===== src/rtl/cdc_pkg.sv =====
// Shared definitions for the req/ack clock-domain-crossing link.
// Holds the handshake mode selectors and the transmit FSM state encoding.
package cdc_pkg;

    localparam int unsigned MODE_4PHASE = 0;
    localparam int unsigned MODE_2PHASE = 1;

    localparam int unsigned STATE_W = 2;

    localparam logic [STATE_W-1:0] ST_IDLE = 2'd0;
    localparam logic [STATE_W-1:0] ST_REQ  = 2'd1;
    localparam logic [STATE_W-1:0] ST_REL  = 2'd2;

endpackage


===== src/rtl/cdc_sync_bit.sv =====
// Single-bit multi-flop synchroniser with asynchronous active-high reset.
// Ports:
//   clk  destination-domain clock
//   rst  asynchronous reset, active-high; clears every stage to 0
//   d    asynchronous input bit
//   q    synchronised output (last stage of the chain)
// STAGES must be at least 2.
module cdc_sync_bit #(
    parameter int unsigned STAGES = 2
) (
    input  logic clk,
    input  logic rst,
    input  logic d,
    output logic q
);

    logic [STAGES-1:0] sync_q;

    // Shift chain; only the last stage is consumed downstream.
    always_ff @(posedge clk or posedge rst) begin
        if (rst) begin
            sync_q <= '0;
        end else begin
            sync_q <= {sync_q[STAGES-2:0], d};
        end
    end

    assign q = sync_q[STAGES-1];

endmodule


===== src/rtl/cdc_handshake_tx.sv =====
// Source-side half of a req/ack clock-domain-crossing link.
// Takes words from a local valid/ready producer, holds each on tx_data, raises
// (4-phase) or toggles (2-phase) tx_req, and waits for the synchronised ack.
// Ports:
//   clk, rst          source clock; asynchronous active-high reset
//   s_data/s_valid    word from local producer
//   s_ready           block can accept a word this cycle (combinational)
//   tx_data           registered word, stable while a transfer is pending
//   tx_req            registered request to the remote domain
//   rx_ack            acknowledge from the remote domain (asynchronous)
//   busy              transfer in progress
//   done              one-cycle pulse on transfer completion
//   xfer_cnt          completed transfers, wraps
module cdc_handshake_tx
    import cdc_pkg::*;
#(
    parameter int unsigned DATA_W      = 32,
    parameter int unsigned SYNC_STAGES = 2,
    parameter int unsigned MODE        = MODE_4PHASE,
    parameter int unsigned CNT_W       = 16
) (
    input  logic              clk,
    input  logic              rst,
    input  logic [DATA_W-1:0] s_data,
    input  logic              s_valid,
    output logic              s_ready,
    output logic [DATA_W-1:0] tx_data,
    output logic              tx_req,
    input  logic              rx_ack,
    output logic              busy,
    output logic              done,
    output logic [CNT_W-1:0]  xfer_cnt
);

    logic [STATE_W-1:0] state;
    logic [STATE_W-1:0] state_nxt;
    logic               tx_req_nxt;
    logic               done_nxt;
    logic               ack_s;
    logic               req_lvl;
    logic               accept;

    // rx_ack only ever reaches logic through this chain.
    cdc_sync_bit #(
        .STAGES (SYNC_STAGES)
    ) u_ack_sync (
        .clk (clk),
        .rst (rst),
        .d   (rx_ack),
        .q   (ack_s)
    );

    // Idle ack level: 0 for level handshake, current req level for toggle.
    assign req_lvl = (MODE == MODE_2PHASE) ? tx_req : 1'b0;

    // Holding off until ack_s settles absorbs stale or spurious acknowledges.
    assign s_ready = (state == ST_IDLE) && (ack_s == req_lvl);
    assign accept  = s_valid && s_ready;

    // Next-state and request/done generation.
    always_comb begin
        state_nxt  = state;
        tx_req_nxt = tx_req;
        done_nxt   = 1'b0;
        case (state)
            ST_IDLE: begin
                if (accept) begin
                    state_nxt  = ST_REQ;
                    tx_req_nxt = (MODE == MODE_2PHASE) ? ~tx_req : 1'b1;
                end
            end
            ST_REQ: begin
                if (MODE == MODE_2PHASE) begin
                    if (ack_s == tx_req) begin
                        state_nxt = ST_IDLE;
                        done_nxt  = 1'b1;
                    end
                end else if (ack_s) begin
                    state_nxt  = ST_REL;
                    tx_req_nxt = 1'b0;
                end
            end
            ST_REL: begin
                if (!ack_s) begin
                    state_nxt = ST_IDLE;
                    done_nxt  = 1'b1;
                end
            end
            default: begin
                state_nxt  = ST_IDLE;
                tx_req_nxt = 1'b0;
            end
        endcase
    end

    // State and registered outputs; reset drops any in-flight word uncounted.
    always_ff @(posedge clk or posedge rst) begin
        if (rst) begin
            state    <= ST_IDLE;
            tx_req   <= 1'b0;
            done     <= 1'b0;
            busy     <= 1'b0;
            xfer_cnt <= '0;
        end else begin
            state  <= state_nxt;
            tx_req <= tx_req_nxt;
            done   <= done_nxt;
            busy   <= (state_nxt != ST_IDLE);
            if (done_nxt) begin
                xfer_cnt <= xfer_cnt + CNT_W'(1);
            end
        end
    end

    // Data register is written only on the accepting edge.
    always_ff @(posedge clk or posedge rst) begin
        if (rst) begin
            tx_data <= '0;
        end else if (accept) begin
            tx_data <= s_data;
        end
    end

endmodule


===== config.mk =====
export PLATFORM = sky130hd
export DESIGN_NAME = cdc_handshake_tx
export DESIGN_NICKNAME = d
export VERILOG_FILES = /design/src/rtl/cdc_pkg.sv /design/src/rtl/cdc_sync_bit.sv /design/src/rtl/cdc_handshake_tx.sv
export SDC_FILE = /design/constraint.sdc
export NUM_CORES = 1
export LEC_CHECK = 0
export ABC_AREA = 1
export CORE_MARGIN = 8
export CORE_UTILIZATION = 47
export DETAILED_ROUTE_END_ITERATION = 16
export PLACE_DENSITY_LB_ADDON = 0.15
export SYNTH_ARGS = -nofsm -noshare
export SYNTH_HDL_FRONTEND = slang
export SYNTH_SLANG_ARGS = --single-unit

===== constraint.sdc =====
create_clock -name clk -period 4.8 [get_ports clk]
set_input_delay 0.72 -clock clk [delete_from_list [all_inputs] [get_ports clk]]
set_output_delay 0.72 -clock clk [all_outputs]
set_load 0.01 [all_outputs]

Word-level counts from Yosys, hierarchy flattened --
Index checks and enable logic that the tools add are counted.
Operators by class: reductions and logical operators 5, eq/ne operators 4, multiplexer cells 9, bitwise gates (word level) 2, add/subtract/negate cells 1
Operators with widths (number):
- 16-bit by 1-bit adder with 16-bit output (second input constant) | 1
- 2-bit 2-to-1 mux | 3
- 2-bit case mux with 3 select lines | 1
- 1-bit 2-to-1 mux | 4
- 1-bit case mux with 3 select lines | 1
- 3-bit AND reduction | 1
- 2-bit by 1-bit == test with 1-bit output (second input constant) | 1
- 2-bit == test (second input constant) | 1
- 1-bit logical AND | 2
- 2-bit logical NOT | 1
- 2-bit by 1-bit != test with 1-bit output (second input constant) | 1
- 2-bit != test (second input constant) | 1
- 1-bit NOT | 2
- 2-bit nonzero test | 1
Word-level totals: logic and storage cells 28, bits in registers 55, output and inout port bits 52, input bits 36

Longest topological paths before layout --
Gate-level depths: netlist (run 1).
word-level depth 6, mapped depth 8

Modules after synthesis --
Synthesis (run 1) repeated with hierarchy kept, for this count alone.
Second synthesis, totals: cell total of the unflattened synthesis 251, area, all modules 2338.5 µm²
Modules (own cells, without submodules):
- cdc_handshake_tx | area an instance 2284.7 µm², times used 1, cells an instance 248
- cdc_sync_bit | area an instance 53.8 µm², times used 1, cells an instance 3

Worst setup path before layout (run 1) --
Ideal clock, no wire load.
path type reg2out, start point reg state[1], end point out s_ready, slack 3096 ps, data arrival time 984 ps, path buffers 1, stages on the path, launching flop included 3, path through dfrtp_1 -> nor3_4 -> buf_4
On the way: cells in the longest elaborated chain, start to end 2
Ends and longest elaborated chain:
- from (decl) | RTL line cdc_handshake_tx.sv:35 | logic [STATE_W-1:0] state;
- from (signal assigned) | RTL line cdc_handshake_tx.sv:105 | state <= state_nxt;
- 2-bit logical NOT | RTL line cdc_handshake_tx.sv:57 | assign s_ready = (state == ST_IDLE) && (ack_s == req_lvl);
- 1-bit logical AND | RTL line cdc_handshake_tx.sv:57
- to (decl) | RTL line cdc_handshake_tx.sv:26 | output logic s_ready,
Every way passes these cells.

Worst setup path after layout (run 1) --
Ends and elaborated chain as after synthesis.

==> results_dict.tcl, run 1 <==
set metrics [dict create \
    status "completed" \
    postCtsSetupBuffers 0 \
    drt-total-wl_um 5630 \
    via_per_inst 4.73 \
    rr_worst_depth 5 \
    finalCriticalPeriod_ps 2670 \
    die_width_um 87.3 \
    routed_wire_length_per_instance_um 13.5 \
    layout-area-overhead-vs-synth_pct 42.3 \
    residual_overflow_from_global_routing 0 \
    holdPathEnd "u_ack_sync.sync_q[1]" \
    vert_die_dim_um 87.3 \
    hold_removal_path_class "register to register" \
    clk-insertion-delay-late_ps 310 \
    final_design_area_no_fill_mm2 0.00340 \
    grt_pass1_wl_um 9720 \
    setup_tns_ps 0 \
    cts_buffers 5 \
    timing_worst_slew_pin_value_ps 676 \
    final.fill_count 449 \
    worstPathCellList "nor3_4, buf_4, clkdlybuf4s50_1" \
    first_global_vias 2066 \
    row_count 26 \
    clock-skew-final_ps 5.06 \
    netlist_instances 259 \
    worstSetupStartpoint "state[1]" \
    worst_hold_startpoint "u_ack_sync.sync_q[0]" \
    slew_headroom_pct 54.9 \
    clkSlewWorstSetupHoldPaths_ps 90 \
    grt.total_usage_pct 16.3 \
    syn_avg_cell_area_um2 9.22 \
    syn_nets 296 \
    core-area_mm2 0.00501 \
    number_of_buffers_on_the_longest_clock_path 2 \
    initial_utilization_pct 47.7 \
    cts_htree_levels 2 \
    drt_drc_violations_left 0 \
    postCtsHoldBufs 0 \
    period_share_pct 55.6 \
    crit_path_max_fanout 34 \
    regToRegEndpoint "busy" \
    grt_max_degree 56 \
    cts.root.buffer_cell "sky130_fd_sc_hd__clkbuf_8" \
    final-hold-violation-count 0 \
    detail_route.iter0.violations 76 \
    report.power.total_mw 1.68 \
    synth-seq-area-share_pct 57.7 \
    crit_arrival_ps 1950 \
    cts_tree "built" \
    post_cts_resized 0 \
    ir_drop_uv 299 \
    setup.worst_path.start_class "register" \
    powerDensity_mw_per_mm2 493 \
    cts_sinks 55 \
    slowest_cell_on_the_critical_path "sky130_fd_sc_hd__clkdlybuf4s50_1" \
    path_class "register to primary output" \
    synth.ff_latch_count 55 \
    synth.cell_area_mm2 0.00239 \
    critPathMaxStageDelay_ps 610 \
    worst_hold_slack_ps 355 \
    floorplan.die_area_mm2 0.00762 \
    design.portCount 88 \
    worst_reg2reg_startpoint "state[1]" \
    dp_hpwl_um 4060 \
    layout.nets 383 \
    fmaxAchievable_mhz 375 \
    initial_antenna_violation_count 0 \
    p_leak_nw 1.68 \
    drive_above_1_share_pct 6.34 \
    crit_end_element "primary output" \
    detail_route.first_pass.iterations 4 \
    report.final.slew_viol_count 0 \
    placement.setup.worst_slack_ps 2460 \
    setup_viol 0 \
    gp_congestion 0.839 \
    rsz_0062_raised_after_global_routing "no" \
    ant_diodes 0 \
    postRouteAntennaNets 0 \
    required_ps 4080 \
    worst_slack_ps 2130 \
    min_delay_path_depth 0 \
    synth-warning-count 0 \
    via_count 1973 \
    cap_viol_max_count 0 \
    worst-r2r-setup-slack_ps 3160 \
    post_dp_cell_area_mm2 0.00330 \
    buffer_ports.inserted 87 \
    synth.lib_cells_used.distinct 27 \
]
## area by class of cell
cell class              instances  area, um^2  area share [%]
flip-flops and latches         55        1380            40.5
repair buffers                 90         893            26.3
inverters                      20        77.6            2.28
multi-input cells             174         862            25.4
clock buffers                   8         100            2.95
well taps                      70        87.6            2.58
## sequential cells by signal (all words and copies together), names as in the netlist
signal / flops
state: 2
xfer_cnt: 16
busy: 1
tx_req: 1
done: 1
u_ack_sync.sync_q: 2
tx_data: 32
## report_power, final
group	leakage [nW]	internal (mW)	switching [mW]
Clock	0.0515	0.132	0.140
Combinational	0.926	0.371	0.303
Sequential	0.703	0.625	0.105
## stage by stage
stage	util, %	instances
floorplan	-	259
global placement	65.8	409
detailed placement	65.8	409
CTS	67.8	417
global route	67.8	417
finish	67.8	417
## cells by family after synthesis
logic type | after synthesis | share of synthesized area, %
AND/OR/NAND/NOR | 159 | 30.9
buffers and inverters | 30 | 6.24
XOR/XNOR | 10 | 3.67
flip-flops | 55 | 57.7
adder cells (fa/ha/maj) | 1 | 0.524
AO/OA/AOI/OAI | 4 | 0.996
## synthesized netlist by cell type
| cell | count | area [um^2] |
|---|---|---|
| sky130_fd_sc_hd__o21ai_0 | 2 | 10.0 |
| sky130_fd_sc_hd__nand3_4 | 1 | 17.5 |
| sky130_fd_sc_hd__dfrtp_1 | 55 | 1380 |
| sky130_fd_sc_hd__nor2_8 | 1 | 20.0 |
| sky130_fd_sc_hd__nand3b_1 | 1 | 7.51 |
| sky130_fd_sc_hd__buf_4 | 3 | 22.5 |
| sky130_fd_sc_hd__clkbuf_1 | 4 | 15.0 |
| sky130_fd_sc_hd__xor2_1 | 5 | 43.8 |
| sky130_fd_sc_hd__nand3_2 | 1 | 10.0 |
| sky130_fd_sc_hd__nand2_1 | 96 | 360 |
| sky130_fd_sc_hd__nand3_1 | 40 | 200 |
| sky130_fd_sc_hd__nand2_2 | 1 | 6.26 |
| sky130_fd_sc_hd__nand2_4 | 2 | 22.5 |
| sky130_fd_sc_hd__xnor2_1 | 5 | 43.8 |
| sky130_fd_sc_hd__nor2_1 | 8 | 30.0 |
| sky130_fd_sc_hd__o21ai_2 | 1 | 8.76 |
| sky130_fd_sc_hd__inv_1 | 19 | 71.3 |
| sky130_fd_sc_hd__nor2_4 | 1 | 11.3 |
| sky130_fd_sc_hd__nor3_1 | 1 | 5.00 |
| sky130_fd_sc_hd__ha_1 | 1 | 12.5 |
| sky130_fd_sc_hd__o21ai_1 | 1 | 5.00 |
| sky130_fd_sc_hd__inv_4 | 1 | 6.26 |
| sky130_fd_sc_hd__nor3_4 | 1 | 16.3 |
| sky130_fd_sc_hd__buf_6 | 3 | 33.8 |
| sky130_fd_sc_hd__or2_1 | 1 | 6.26 |
| sky130_fd_sc_hd__nor2_2 | 1 | 6.26 |
| sky130_fd_sc_hd__nand4_1 | 3 | 18.8 |
## worst max-delay path, delay by kind of cell (launching register included)
kind,cells,cell delay (ps)
buffers and inverters,2,960
DFF,1,470
and+or+nand+nor,1,200
## per-layer routing
| metal | vias to the layer above | track usage, % | part of all wire [%] |
|---|---|---|---|
| met5 | - | 0 | 0 |
| met4 | 0 | 6.56 | 1.7 |
| met3 | 8 | 7.17 | 10 |
| met2 | 59 | 24.5 | 46 |
| met1 | 922 | 19.8 | 41 |
| li1 | 984 | - | - |
## worst max-delay path by stage
stage	end	depth (start not counted)	slack (ps)
after detailed placement	s_ready	3	2460
after floorplan	busy	1	2740
after CTS	s_ready	3	2110
final	s_ready	3	2130
after global routing	s_ready	3	2040
after global placement	s_ready	3	2480
## cells in the final DEF, fill, tap and decap left out, types with 2 or more instances in the layout
| cell | count |
|---|---|
| sky130_fd_sc_hd__nand2_1 | 96 |
| sky130_fd_sc_hd__clkdlybuf4s50_1 | 87 |
| sky130_fd_sc_hd__dfrtp_1 | 55 |
| sky130_fd_sc_hd__nand3_1 | 40 |
| sky130_fd_sc_hd__inv_1 | 18 |
| sky130_fd_sc_hd__nor2_1 | 8 |
| sky130_fd_sc_hd__clkbuf_8 | 7 |
| sky130_fd_sc_hd__xor2_1 | 5 |
| sky130_fd_sc_hd__xnor2_1 | 5 |
| sky130_fd_sc_hd__nand4_1 | 3 |
| sky130_fd_sc_hd__buf_4 | 3 |
| sky130_fd_sc_hd__nand2_4 | 2 |
| sky130_fd_sc_hd__o21ai_0 | 2 |
Power figures use the tool's default switching activity.
==> run 2, diff against run 1 <==
CORE_UTILIZATION = 44   (was 47)
clock period = 2.69 ns   (was 4.8 ns; I/O delays follow)
==> run 2 against run 1 <==
Critical path depth decreased by 1. Worst hold slack gained 13 ps. Non-clock buffer count is the same. Register-to-register slack worse by 2100 ps. Sequential share of layout area barely moved. Sequential power is 78% higher. Sequential cell count is the same. Core utilization fell by 4.6 points. Global-route usage fell by 1.0 points. First-iteration DRC count down 29%. Critical path type unchanged. Critical endpoint unchanged. Largest power group unchanged.
==> results_dict.tcl, run 2 (synthesized netlist as in run 1, its figures left out) <==
set metrics [dict create \
    slowest_cell_on_the_critical_path "sky130_fd_sc_hd__clkdlybuf4s50_1" \
    timing_worst_slew_pin_value_ps 511 \
    floorplan.die_area_mm2 0.00804 \
    switchingPower_uw 988 \
    layout.nets 383 \
    post_cts_resized 0 \
    final_design_area_no_fill_mm2 0.00339 \
    switching_share_pct 33.5 \
    drt_drc_violations_left 0 \
    worstSetupStartpoint "state[1]" \
    via_per_inst 4.66 \
    number_of_buffers_on_the_longest_clock_path 2 \
    rr_worst_depth 5 \
    worst-r2r-setup-slack_ps 1040 \
    path_class "register to primary output" \
    setup_viol 0 \
    grt.total_usage_pct 15.2 \
    cap_viol_max_count 0 \
    die_width_um 89.7 \
    initial_antenna_violation_count 0 \
    power_frac_comb_pct 41.1 \
    largest_register_ff_count 32 \
    ant_diodes 0 \
    p_leak_nw 1.68 \
    initial_utilization_pct 44.4 \
    detail_route.first_pass.iterations 4 \
    pwr-share-seq_pct 44.2 \
    worst_slack_ps 710 \
    worstPathCellList "nor3_4, clkdlybuf4s50_1" \
    postCtsHoldBufs 0 \
    drt-total-wl_um 5620 \
    core-area_mm2 0.00537 \
    clock-skew-final_ps 8.87 \
    crit_end_element "primary output" \
    finalCriticalPeriod_ps 1980 \
    powerDensity_mw_per_mm2 870 \
    design.portCount 88 \
    max_flop_register "tx_data" \
    path_delay_family "buffers and inverters" \
    grt_max_degree 35 \
    clkSlewWorstSetupHoldPaths_ps 90 \
    via_count 1954 \
    detail_route.iter0.violations 54 \
    ir_drop_uv 480 \
    setup.worst_path.start_class "register" \
    cts.root.buffer_cell "sky130_fd_sc_hd__clkbuf_8" \
    required_ps 2290 \
    slew_headroom_pct 65.9 \
    period_share_pct 73.6 \
    layout-area-overhead-vs-synth_pct 42.1 \
    final-hold-violation-count 0 \
    logic_depth_of_the_worst_path_buffers_included 2 \
    critPathMaxStageDelay_ps 580 \
    rsz_0062_raised_after_global_routing "no" \
    cts_buffers 5 \
    cts_tree "built" \
    vert_die_dim_um 89.7 \
    buffer_ports.inserted 87 \
    crit_path_max_fanout 5 \
    routed_wire_length_per_instance_um 13.4 \
    cts_htree_levels 2 \
    worst_reg2reg_startpoint "state[1]" \
    power.internal_mw 1.96 \
    final_common_cell "sky130_fd_sc_hd__nand2_1" \
    hold_removal_path_class "register to register" \
    dp_hpwl_um 4190 \
    gp_congestion 0.815 \
    mostFrequentLayoutCells "sky130_fd_sc_hd__nand2_1 (96), sky130_fd_sc_hd__clkdlybuf4s50_1 (87), sky130_fd_sc_hd__dfrtp_1 (55)" \
    critPathCapture "s_ready" \
    placement.setup.worst_slack_ps 1040 \
    cts_sinks 55 \
    postRouteAntennaNets 0 \
    biggestRegsByFlops "tx_data x32, xfer_cnt x16" \
    fmaxAchievable_mhz 505 \
    grt_pass1_wl_um 9420 \
    path_buf_inv 1 \
    crit_arrival_ps 1580 \
    first_global_vias 2012 \
    drive_above_1_share_pct 6.05 \
    report.final.slew_viol_count 0 \
    setup_tns_ps 0 \
    clk-insertion-delay-late_ps 300 \
    clock_network_power_share_pct 14.7 \
    postCtsSetupBuffers 0 \
    post_dp_cell_area_mm2 0.00331 \
    regToRegEndpoint "busy" \
    residual_overflow_from_global_routing 0 \
    row_count 27 \
    status "completed" \
]
==> run 2: worst min-delay path by stage <==
stage | startpoint | endpoint | slack [ps] | depth (start not counted)
floorplan | u_ack_sync.sync_q[0] | u_ack_sync.sync_q[1] | 330 | 0
global placement | u_ack_sync.sync_q[0] | u_ack_sync.sync_q[1] | 340 | 0
detailed placement | u_ack_sync.sync_q[0] | u_ack_sync.sync_q[1] | 340 | 0
CTS | u_ack_sync.sync_q[0] | u_ack_sync.sync_q[1] | 370 | 0
global route | u_ack_sync.sync_q[0] | u_ack_sync.sync_q[1] | 390 | 0
finish | u_ack_sync.sync_q[0] | u_ack_sync.sync_q[1] | 370 | 0
==> run 2: routing by layer <==
metal | wire length [um] | GRT usage [%] | up-vias
met5 | 0 | 0 | -
met4 | 88 | 4.53 | 0
met2 | 2640 | 24.1 | 66
met1 | 2260 | 18.0 | 899
li1 | - | - | 981
met3 | 631 | 7.28 | 8
==> run 2: final cells by class <==
cell class                      instances  area [um^2]
Sequential cell                        55         1380
Clock inverter                          1         5.00
Clock buffer                            7         76.3
Timing Repair Buffer                   90          906
Tap cell                               72         90.1
Multi-Input combinational cell        174          862
Fill cell                             457         1980
Inverter                               20         77.6
==> run 2: power by group through the flow <==
stage	clock network [mW]	logic, mW	registers, mW
global route	0.487	1.33	1.34
floorplan	0	0.383	1.43
finish	0.435	1.21	1.30
CTS	0.456	1.24	1.31
global placement	0	1.22	1.31
detailed placement	0	1.23	1.32
==> run 2: worst register-to-register path: stages (launching register included) <==
cell and delay, ps:
sky130_fd_sc_hd__dfrtp_1 480, sky130_fd_sc_hd__nor3_4 220, sky130_fd_sc_hd__buf_4 350, sky130_fd_sc_hd__nand2_4 310, sky130_fd_sc_hd__o21ai_2 140, sky130_fd_sc_hd__or2_1 110
==> run 2: per-stage QoR <==
| step | utilization, % | hold slack (ps) | cells | power (mW) |
|---|---|---|---|---|
| 2_1_floorplan | - | 331 | 259 | 1.82 |
| 3_3_place_gp | 61.7 | 337 | 411 | 2.53 |
| 3_5_place_dp | 61.7 | 344 | 411 | 2.55 |
| 4_1_cts | 63.2 | 373 | 419 | 3.00 |
| 5_1_grt | 63.2 | 391 | 419 | 3.16 |
| 6_report | 63.2 | 368 | 419 | 2.95 |
==> run 3, diff against run 2 <==
CORE_UTILIZATION = 40   (was 44)
clock period = 1.7 ns   (was 2.69 ns; I/O delays follow)
==> run 3 against run 2 <==
Core utilization shrank 4.3 points. Sequential power increased by 58%. Sequential share of layout area decreased by 0.63 points. Routed wire length up 4.9%.
==> results_dict.tcl, run 3 (synthesized netlist as in run 1, its figures left out) <==
set metrics [dict create \
    dp_hpwl_um 4450 \
    number_of_buffers_on_the_longest_clock_path 2 \
    powerDensity_mw_per_mm2 1380 \
    crit_arrival_ps 1310 \
    worst-r2r-setup-slack_ps 280 \
    cts_sinks 55 \
    ant_diodes 0 \
    postRouteAntennaNets 0 \
    p_leak_nw 1.71 \
    status "completed" \
    cts_htree_levels 2 \
    drt_drc_violations_left 0 \
    detail_route.iter0.violations 50 \
    routed_wire_length_per_instance_um 13.8 \
    slowest_cell_on_the_critical_path "sky130_fd_sc_hd__clkdlybuf4s50_1" \
    detail_route.first_pass.iterations 4 \
    residual_overflow_from_global_routing 0 \
    dr_wl_met2_um 2880 \
    drive_above_1_share_pct 7.95 \
    cts_tree "built" \
    final_common_cell "sky130_fd_sc_hd__nand2_1" \
    met3_wirelength_um 569 \
    path_class "register to primary output" \
    crit_end_element "primary output" \
    path_buf_inv 1 \
    initial_antenna_violation_count 0 \
    rsz_0062_raised_after_global_routing "no" \
    clk-insertion-delay-late_ps 300 \
    clock-skew-final_ps 6.77 \
    max_flop_register "tx_data" \
    clkSlewWorstSetupHoldPaths_ps 90 \
    cap_viol_max_count 0 \
    finalCriticalPeriod_ps 1560 \
    core-area_mm2 0.00585 \
    buffer_ports.inserted 87 \
    setup_tns_ps 0 \
    design.portCount 88 \
    layout.nets 389 \
    area_of_combinational_cells_with_multiple_inputs_um2 862 \
    setup_viol 0 \
    crit_path_max_fanout 5 \
    via_count 1983 \
    layout-area-overhead-vs-synth_pct 44.4 \
    fmaxAchievable_mhz 640 \
    via_per_inst 4.64 \
    initial_utilization_pct 40.8 \
    required_ps 1440 \
    report.final.slew_viol_count 0 \
    path_delay_family "buffers and inverters" \
    mostFrequentLayoutCells "sky130_fd_sc_hd__nand2_1 (96), sky130_fd_sc_hd__clkdlybuf4s50_1 (86), sky130_fd_sc_hd__dfrtp_1 (55)" \
    grt.total_usage_pct 14.0 \
    post-route-util_pct 58.9 \
    die_width_um 93.3 \
    worstPathCellList "clkdlybuf4s50_1" \
    drt-total-wl_um 5890 \
    grt_max_degree 56 \
    row_count 28 \
    postCtsSetupBuffers 0 \
    ir_drop_uv 777 \
    met1Wirelength_um 2420 \
    floorplan.die_area_mm2 0.00870 \
    largest_register_ff_count 32 \
    timing_worst_slew_pin_value_ps 425 \
    slew_headroom_pct 71.5 \
    critPathMaxStageDelay_ps 570 \
    setup.worst_path.start_class "register" \
    ff_latch_area_mm2 0.00138 \
    grt_pass1_wl_um 9870 \
    max_used_layer "met4" \
    final.fill_count 524 \
    final-hold-violation-count 0 \
    biggestRegsByFlops "tx_data x32, xfer_cnt x16" \
    first_global_vias 2104 \
    cts_buffers 5 \
    vert_die_dim_um 93.3 \
    period_share_pct 91.9 \
    hold_removal_path_class "input pin to async pin" \
    cts.root.buffer_cell "sky130_fd_sc_hd__clkbuf_8" \
    gp_congestion 0.764 \
]
## run 3: cell types whose count changed in the layout (fill, tap and decap cells not counted), sizes merged
cell           delta
clkbuf            -1
buf               +6
dlygate4sd2       +1
clkdlybuf4s50     -1
## run 3: final cells by class
type                    instances  area share, %
clock buffers                   6           2.40
clock inverters                 1          0.145
inverters                      20           2.25
multi-input cells             174           25.0
flip-flops and latches         55           39.9
well taps                      75           2.72
repair buffers                 96           27.5
## run 3: metal layers
layer	vias to the layer above	track usage (%)
met5	-	0
met1	932	15.9
met3	2	6.49
li1	993	-
met4	0	3.49
met2	56	23.4
## run 3: tightest hold or removal path, delay by kind of cell
kind	cells	cell delay [ps]
buf+inv	3	750
## run 3: final timing paths
kind | endpoint | startpoint | cells past startpoint
setup / recovery | xfer_cnt[9] | xfer_cnt[9] | 1
hold / removal | xfer_cnt[1] | rst | 3
setup reg to reg | tx_data[4] | state[1] | 6
hold reg to reg | u_ack_sync.sync_q[1] | u_ack_sync.sync_q[0] | 0
max in group asynchronous | xfer_cnt[11] | rst | 3
min in group clk | u_ack_sync.sync_q[1] | u_ack_sync.sync_q[0] | 0
## run 3: what timing repair did
item / in CTS / in global routing
setup endpoints to repair: 1 / 0
resized for setup: 1 / 0
hold buffers: 0 / 0
## run 3: metrics by stage
| step | setup WS, ps | std cells | hold WS (ps) | instance area [um^2] | power, mW |
|---|---|---|---|---|---|
| after floorplan | 102 | 259 | 286 | 2390 | 2.87 |
| after global placement | 231 | 420 | 347 | 3360 | 4.06 |
| after detailed placement | 221 | 420 | 344 | 3360 | 4.11 |
| after CTS | 111 | 427 | 328 | 3450 | 4.83 |
| after global routing | 81.7 | 427 | 337 | 3450 | 5.08 |
| final | 137 | 427 | 311 | 3450 | 4.75 |
## run 3: power breakdown
group          internal [mW]  switching, mW
registers               1.76          0.288
clock network          0.321          0.399
logic                   1.08          0.895
